--- config.mk ---
export PLATFORM = sky130hd
export DESIGN_NAME = i2s_sample_fifo
export DESIGN_NICKNAME = d
export VERILOG_FILES = /design/src/rtl/i2s_sample_fifo.sv
export SDC_FILE = /design/constraint.sdc
export NUM_CORES = 1
export LEC_CHECK = 0
export CORE_MARGIN = 2
export CORE_UTILIZATION = 60
export DETAILED_ROUTE_END_ITERATION = 10
export PLACE_DENSITY = 0.79
export RECOVER_POWER = 25
export SETUP_SLACK_MARGIN = 0.5
export SLEW_MARGIN = 10
export SYNTH_ARGS = -nofsm -noshare
export SYNTH_HDL_FRONTEND = slang
export SYNTH_SLANG_ARGS = --single-unit
--- constraint.sdc ---
create_clock -name clk -period 12.97 [get_ports clk]
set_clock_uncertainty 0.2 [all_clocks]
set_input_delay 2.594 -clock clk [delete_from_list [all_inputs] [get_ports clk]]
set_output_delay 2.594 -clock clk [all_outputs]
set_load 0.005 [all_outputs]
--- src/rtl/i2s_sample_fifo.sv ---
// -----------------------------------------------------------------------------
// i2s_sample_fifo
//   Stereo sample buffer upstream of the I2S shift register. Absorbs bursty
//   sample writes, primes to a fill threshold, pulses start to launch the
//   serialiser, then hands out one left/right pair per rd_req. An rd_req on an
//   empty buffer while streaming is an underrun: it is pulsed, counted
//   (saturating) and answered with silence or a repeat of the last pair.
//
// Build option:
//   UNDERRUN_REPEAT_EN  defined   : underrun repeats the last popped pair
//                                   (0 if nothing popped since reset/flush)
//                       undefined : underrun outputs silence (all zeros)
//
// Ports:
//   clk           system clock
//   rst           asynchronous, active-low reset
//   flush         synchronous clear of contents and state (wins over wr/rd)
//   wr_valid      write pair offered; accepted when wr_ready is high
//   wr_ready      level < DEPTH (from current level only)
//   wr_left/right incoming sample pair
//   rd_req        one-cycle pop request from the serialiser
//   sample_left/right  registered pair to the serialiser
//   sample_valid  one-cycle pulse: new pair on sample_*
//   start         one-cycle pulse on entry to STREAMING
//   level         stored pairs, 0..DEPTH
//   almost_full   level >= AFULL_LVL
//   underrun      one-cycle pulse: rd_req while streaming with level == 0
//   underrun_cnt  saturating underrun count
// -----------------------------------------------------------------------------
module i2s_sample_fifo #(
  parameter int DATA_W     = 32,
  parameter int DEPTH_LOG2 = 4,
  parameter int PRIME_LVL  = 8,
  parameter int AFULL_LVL  = 12
) (
  input  logic                  clk,
  input  logic                  rst,
  input  logic                  flush,
  input  logic                  wr_valid,
  output logic                  wr_ready,
  input  logic [DATA_W-1:0]     wr_left,
  input  logic [DATA_W-1:0]     wr_right,
  input  logic                  rd_req,
  output logic [DATA_W-1:0]     sample_left,
  output logic [DATA_W-1:0]     sample_right,
  output logic                  sample_valid,
  output logic                  start,
  output logic [DEPTH_LOG2:0]   level,
  output logic                  almost_full,
  output logic                  underrun,
  output logic [15:0]           underrun_cnt
);

  localparam int DEPTH = 1 << DEPTH_LOG2;

  localparam logic [DEPTH_LOG2:0]   LVL_DEPTH = (DEPTH_LOG2+1)'(DEPTH);
  localparam logic [DEPTH_LOG2:0]   LVL_PRIME = (DEPTH_LOG2+1)'(PRIME_LVL);
  localparam logic [DEPTH_LOG2:0]   LVL_AFULL = (DEPTH_LOG2+1)'(AFULL_LVL);
  localparam logic [DEPTH_LOG2:0]   LVL_ONE   = (DEPTH_LOG2+1)'(1);
  localparam logic [DEPTH_LOG2-1:0] PTR_ONE   = DEPTH_LOG2'(1);

  typedef enum logic [1:0] {
    IDLE      = 2'd0,
    PRIMING   = 2'd1,
    STREAMING = 2'd2
  } state_t;

  state_t                state;
  logic [DATA_W-1:0]     mem_left  [DEPTH];
  logic [DATA_W-1:0]     mem_right [DEPTH];
  logic [DEPTH_LOG2-1:0] wr_ptr;
  logic [DEPTH_LOG2-1:0] rd_ptr;
  logic [DEPTH_LOG2:0]   level_next;

  logic wr_fire;
  logic rd_take;
  logic pop_fire;
  logic underrun_fire;

  // Acceptance depends on the current level only: a full FIFO rejects a
  // write even when the same cycle pops a pair.
  assign wr_ready    = (level < LVL_DEPTH);
  assign almost_full = (level >= LVL_AFULL);

  // flush overrides both sides, so nothing is stored or popped that cycle.
  assign wr_fire       = wr_valid & wr_ready & ~flush;
  assign rd_take       = rd_req & (state == STREAMING) & ~flush;
  assign pop_fire      = rd_take & (level != '0);
  assign underrun_fire = rd_take & (level == '0);

  // An underrun pops nothing, so a write alongside it still grows the level.
  always_comb begin
    // NOTE: default assignment first so every path drives level_next and no
    // latch is inferred.
    level_next = level;
    if (wr_fire && !pop_fire) level_next = level + LVL_ONE;
    else if (!wr_fire && pop_fire) level_next = level - LVL_ONE;
  end

  // Sample storage. NOTE: the array is deliberately not reset; only pointers
  // and level define what is valid, and a resettable array would not map to RAM.
  always_ff @(posedge clk) begin
    if (wr_fire) begin
      mem_left[wr_ptr]  <= wr_left;
      mem_right[wr_ptr] <= wr_right;
    end
  end

  always_ff @(posedge clk or negedge rst) begin
    // NOTE: non-blocking assignments throughout, so every register samples
    // pre-edge values regardless of statement order.
    if (!rst) begin
      state        <= IDLE;
      wr_ptr       <= '0;
      rd_ptr       <= '0;
      level        <= '0;
      sample_left  <= '0;
      sample_right <= '0;
      sample_valid <= 1'b0;
      start        <= 1'b0;
      underrun     <= 1'b0;
      underrun_cnt <= '0;
    end else if (flush) begin
      state        <= IDLE;
      wr_ptr       <= '0;
      rd_ptr       <= '0;
      level        <= '0;
      sample_left  <= '0;
      sample_right <= '0;
      sample_valid <= 1'b0;
      start        <= 1'b0;
      underrun     <= 1'b0;
      underrun_cnt <= '0;
    end else begin
      sample_valid <= 1'b0;
      start        <= 1'b0;
      underrun     <= 1'b0;
      level        <= level_next;

      if (wr_fire) wr_ptr <= wr_ptr + PTR_ONE;

      if (pop_fire) begin
        rd_ptr       <= rd_ptr + PTR_ONE;
        sample_left  <= mem_left[rd_ptr];
        sample_right <= mem_right[rd_ptr];
        sample_valid <= 1'b1;
      end

      if (underrun_fire) begin
        sample_valid <= 1'b1;
        underrun     <= 1'b1;
        if (underrun_cnt != 16'hFFFF) underrun_cnt <= underrun_cnt + 16'd1;
`ifdef UNDERRUN_REPEAT_EN
        // sample_* simply keep the last popped pair (zero after reset/flush).
`else
        sample_left  <= '0;
        sample_right <= '0;
`endif
      end

      // The threshold test uses the post-update level so start rises in the
      // same cycle that level first reads PRIME_LVL.
      unique case (state)
        IDLE: begin
          if (wr_fire) begin
            if (level_next >= LVL_PRIME) begin
              state <= STREAMING;
              start <= 1'b1;
            end else begin
              state <= PRIMING;
            end
          end
        end
        PRIMING: begin
          if (level_next >= LVL_PRIME) begin
            state <= STREAMING;
            start <= 1'b1;
          end
        end
        STREAMING: state <= STREAMING;
        default:   state <= IDLE;
      endcase
    end
  end

endmodule

==> results.md <==
* Outcome: finished with violations
* Violations in the final reports: capacitance limit, slew limit
* Clk sinks at 1122
* Die Height at 271 um
* Post-CTS Hold Buffers at 0
* Critical Path End Type: flop
* Slew HR at -107%
* Cells after synthesis at 1796
* Post-Syn Area at 0.0426 sq mm
* Final TNS setup at 0 ns
* Gr usage total at 27.2%
* Min Tclk post-route at 6.12 ns
* Area delta synth->final at 14.8%
* Number of global-route vias before repair at 21300
* Net count reported at finish at 2082
* Syn nets at 1877
* Setup ws final at around 7 ns
* CTS Root Cell: clkbuf_16
* Tightest Pin Transition at 3.10 ns
* Slowest cell delay on critical path at 1.09 ns
* FMAX at 163 MHz
* Yosys cell types at 43
* Setup violations, final at 0
* Layout cells sized above 1 at between 20 and 30%
* Via count at about 20000
* Leakage at roughly 15 nW
* CTS clk-pin slew, worst paths at about 0.060 ns
* Routed Antenna Nets at 0
* First-pass GRT wire length at 144000 um
* Avg WL per Cell at about 32 um
* Clock Path Buffers at 3
* P_sw at 1.55 mW
* Die area at 0.0732 sq mm
* Final Hold Viols at 0
* Most frequent cells in the layout: edfxtp_1 (1024), mux4_2 (320), clkdlybuf4s50_1 (121)
* Largest net degree at the start of global routing at ~120
* Internal power at 6.00 mW
* CTS tree: done
* Dpl cells at 2830
* Io pins at 159
* Initial Util at 60.8%
* Antenna violations before repair at 10
* Unrepaired setup endpoints after global routing: no
* Critical path type: in2reg
* Commonest non-fill, non-tap cell in the layout: edfxtp_1
* Yosys reg bits at around 1100
* Ys Warns at 0
* Max Transition Viols Final at between 40 and 50
* Setup slack, reg-to-reg at ~8.3 ns
* Initial DRC count at 2730
* Final Non-Filler Cells at about 3000
* Core area at 0.0701 sq mm
* Post-synth EDFFs at around 1000
* Dominant cells by area after synthesis: edfxtp_1 (72%), mux4_2 (17%), dfrtp_1 (5.8%)
* IO Port Bufs at 158
* Pre-CTS WS at 6.36 ns
* Die X at 271 um
* Total grt overflow at 0
* Synth area leader: edfxtp_1
* Max Cap Violations at 1
* CP cell instances: clkdlybuf4s50_1 > nor2b_1 > nand2_1 > nor2_4 > buf_4
* Startpoint Class: input pin
* Drt drc at 0
* Top_reg_cell synth: edfxtp_1
* Comb pwr share at 4.3%
* RR Startpoint: rd_ptr[0]
* Worst Setup SP: wr_valid
* Slowest CP cell: nor2_4
* Skew-Pair Late Insertion Delay at 0.68 ns
* Crit Path Max Fanout at 36
* Estimated wirelength of the detail-placed design at 45200 um
* Switching share of power at 20.6%
* Sequential element share of the synthesized area at 77.9%
* Hold_sp: sample_left[28]
* Clock power frac at 42.6%
* Placed Area at 0.0453 sq mm
* H-tree levels at 3
* Drt pass-1 iters at 5
* Vias per cell at 6.69
* Clock buffer count from CTS at 109
* Post-synth top area share at a little over 70%
* Number of core rows at 97
* GP Congestion at approximately 0.77
* PostCTS Resize Cnt at 0
* Post-layout util at a little over two thirds
* Postcts setup bufs at 0
* Wire length after detailed routing at 96800 um
* Post-Layout Inst Area at 0.0490 sq mm
* Arrival time worst endpoint at 6.21 ns
* Async S/R FF share, synth at 8.73%
* Fin crit share at 47.2%
* Worst Hold Class: reg2reg
* Power Dens Cells at 154 mW/mm^2
* Part of the power in registers at 53.1%
* Peak VDD IR at 128 uV
* Avg Inst Size Synth at 23.7 sq um
* CP required at 13.06 ns
metrics by stage:
| stage | hold WS (ns) | power [mW] |
|---|---|---|
| finish | 0.302 | 7.55 |
| global route | 0.323 | 7.74 |
| CTS | 0.307 | 7.60 |
| detailed placement | 0.290 | 4.40 |
| global placement | 0.286 | 4.39 |
| floorplan | 0.289 | 4.26 |
power by group through the flow:
stage	clock, mW	combinational (mW)	sequential [mW]
finish	3.22	0.322	4.01
CTS	3.26	0.328	4.01
floorplan	0	0.187	4.07
global route	3.38	0.346	4.01
global placement	0	0.308	4.08
detailed placement	0	0.321	4.08
final cells by class:
| class | count | area (sq um) |
|---|---|---|
| repair buffers | 187 | 1810 |
| well taps | 940 | 1180 |
| clock inverters | 54 | 648 |
| inverters | 11 | 41.3 |
| diodes | 6 | 15.0 |
| multi-input cells | 570 | 9040 |
| clock buffers | 148 | 3010 |
| fillers | 4003 | 21200 |
| flip-flops and latches | 1122 | 33200 |
kinds of logic (layout without fill, tap and decap cells):
kind of cell             Yosys count  after routing  synth area share, %
flip-flops                      1122           1122                 77.9
multiplexers                     325            325                 17.0
AND/OR/NAND/NOR                  119            119                 1.34
buffers and inverters            104            400                 1.22
AO/OA/AOI/OAI                     92             92                 1.71
XOR/XNOR                          21             21                0.431
adder cells (fa/ha/maj)           13             13                0.376
other                              0              6                    0
sequential cells by signal, indices dropped and copies added, names as in the netlist:
| name | flops |
|---|---|
| level | 5 |
| mem_left | 512 |
| mem_right | 512 |
| rd_ptr | 4 |
| sample_left | 32 |
| sample_right | 32 |
| sample_valid | 1 |
| start | 1 |
| state | 2 |
| underrun | 1 |
| underrun_cnt | 16 |
| wr_ptr | 4 |
Yosys cell counts, types with 12 or more instances:
library cell / n
clkbuf_1: 44
buf_1: 13
buf_2: 12
dfrtp_1: 98
nor2_1: 43
mux4_2: 320
edfxtp_1: 1024
xnor2_1: 17
a22o_1: 64
nand2_1: 29
buf_4: 18
ha_1: 12
worst max-delay path, delay by kind of cell:
kind,cells,cell delay (ns)
buf+inv,2,1.21
simple gates,3,2.35
final timing paths:
check / to / cells past startpoint
setup / recovery: mem_left[3][21] / 5
hold / removal: sample_left[28] / 1
setup reg to reg: sample_left[23] / 5
hold reg to reg: sample_left[28] / 1
min in group asynchronous: underrun_cnt[11] / 1
max in group asynchronous: rd_ptr[0] / 2
routing by layer:
metal | part of all wire (%) | track usage (%)
met1 | 37 | 37.6
met2 | 52 | 45.1
met3 | 8.5 | 4.56
met4 | 2.8 | 8.67
met5 | 0.028 | 0
Note: power is estimated with default switching activity, not from simulation.
==> RTL edit (config.mk and constraints unchanged) <==
Change the parameter `DATA_W` from 32 to 64.
--- a/src/rtl/i2s_sample_fifo.sv
+++ b/src/rtl/i2s_sample_fifo.sv
@@ -30,3 +30,3 @@
 module i2s_sample_fifo #(
-  parameter int DATA_W     = 32,
+  parameter int DATA_W     = 64,
   parameter int DEPTH_LOG2 = 4,
Ports: changed (resized sample_left, sample_right, wr_left and wr_right); port bits go from 159 to 287. The function was not compared with the original's and may differ.
==> RTL edit against the original RTL <==
The flow still finishes with violations (capacitance limit, slew limit); setup slack worse by 230 ps; power is 96% higher; sequential cell count is 1088 higher; largest cell class unchanged; final cell count is 89% higher; area after synthesis is 95% higher; final area is 94% higher; first-iteration DRC count is 100% higher; wire length is 110% higher.
==> RTL edit: results (changes against the original RTL) <==
metric	value	unit	change
cap_viol_max_count	1		unchanged
r2r-start	rd_ptr[1]$_DFFE_PN0P_		
netlist_instances	3357		+87%
synth.area.mux_share	17.4	%	+0.38 points
crit_fanout	54		+50%
grt_start_max_net_pins	160		+32%
synth_edf_count	2048		+100%
wl_met3	20.9	mm	+150%
synth-compound-area-share	1.62	%	-0.092 points
critPathTopFamily	buffers and inverters		
maxSlewViolCount	56		+27%
reg2reg_setup_slack	7770	ps	-570 ps
first_iter_violations	5564		+100%
critPathMaxStageDelay	970	ps	-120 ps
yosysSeqAreaShare	78.9	%	+1.0 points
clk_latency	840	ps	+160 ps
via_count	39900		+96%
status	finished with violations		
whs	306	ps	+4.31 ps
synthAdderAreaFrac	0.205	%	-0.17 points
grt_use_total	30.1	%	+2.9 points
ys_types	47		+9.3%
grtUsageMet2	49.0	%	+3.9 points
p_leak	29.6	nW	+94%
rr_endpoint	sample_left[11]$_DFFE_PN0P_		
slowest_stage	buf_4		
io_buffers	286		+81%
synthTopCellsByArea	edfxtp_1 (74%), mux4_2 (17%), dfrtp_1 (4.9%)		
synthesis.nets	3502		+87%
ys_top_cells_by_count	edfxtp_1 (2048), mux4_2 (640), dfrtp_1 (162), a22o_1 (128), clkbuf_1 (89)		
grt_pass1_wl	303	mm	+110%
synthArstFlopShare	7.33	%	-1.4 points
reg2reg_depth	6		+1
wl_per_cell	36.2	um	+14%
wl_met1	72.9	mm	+100%
synth_xor_area_share	0.137	%	-0.29 points
layout.nets	3880		+86%
reg_top3	mem_left: 1024 flops, mem_right: 1024 flops		
setup.worst_path.start	flush		
worst_slew_pin_slew	3980	ps	+880 ps
dpl_cell_area	88100	um2	+94%
arrival	6590	ps	+380 ps
cts_buffers	207		+90%
failed_checks	capacitance limit, slew limit		
drive_above_1_share	26.7	%	+1.0 points
power.share.clock	42.4	%	-0.2 points
wl_met2	105	mm	+110%
RTL edit: cell count changes in the layout (fill, tap and decap cells not counted), sizes merged, moves of 42 or more:
| cell | before | now |
|---|---|---|
| mux4 | 320 | 640 |
| clkinv | 36 | 78 |
| a22o | 64 | 128 |
| edfxtp | 1024 | 2048 |
| clkbuf | 149 | 262 |
| dfrtp | 98 | 162 |
| clkdlybuf4s50 | 121 | 212 |
RTL edit: area by class of cell:
cell class | instances | area (um2)
sequential | 2210 | 65600
tap | 1794 | 2240
fill | 7530 | 42400
timing repair buffer | 353 | 3420
inverter | 10 | 37.5
clock inverter | 121 | 1370
multi-input combinational | 953 | 16800
antenna | 26 | 65.1
clock buffer | 261 | 5600
RTL edit: worst reg2reg max path, delay by kind of cell, from the launching register on:
family,cells,cell delay [ps]
buf+inv,3,2850
compound gates,1,250
flops,1,730
mux,2,1060
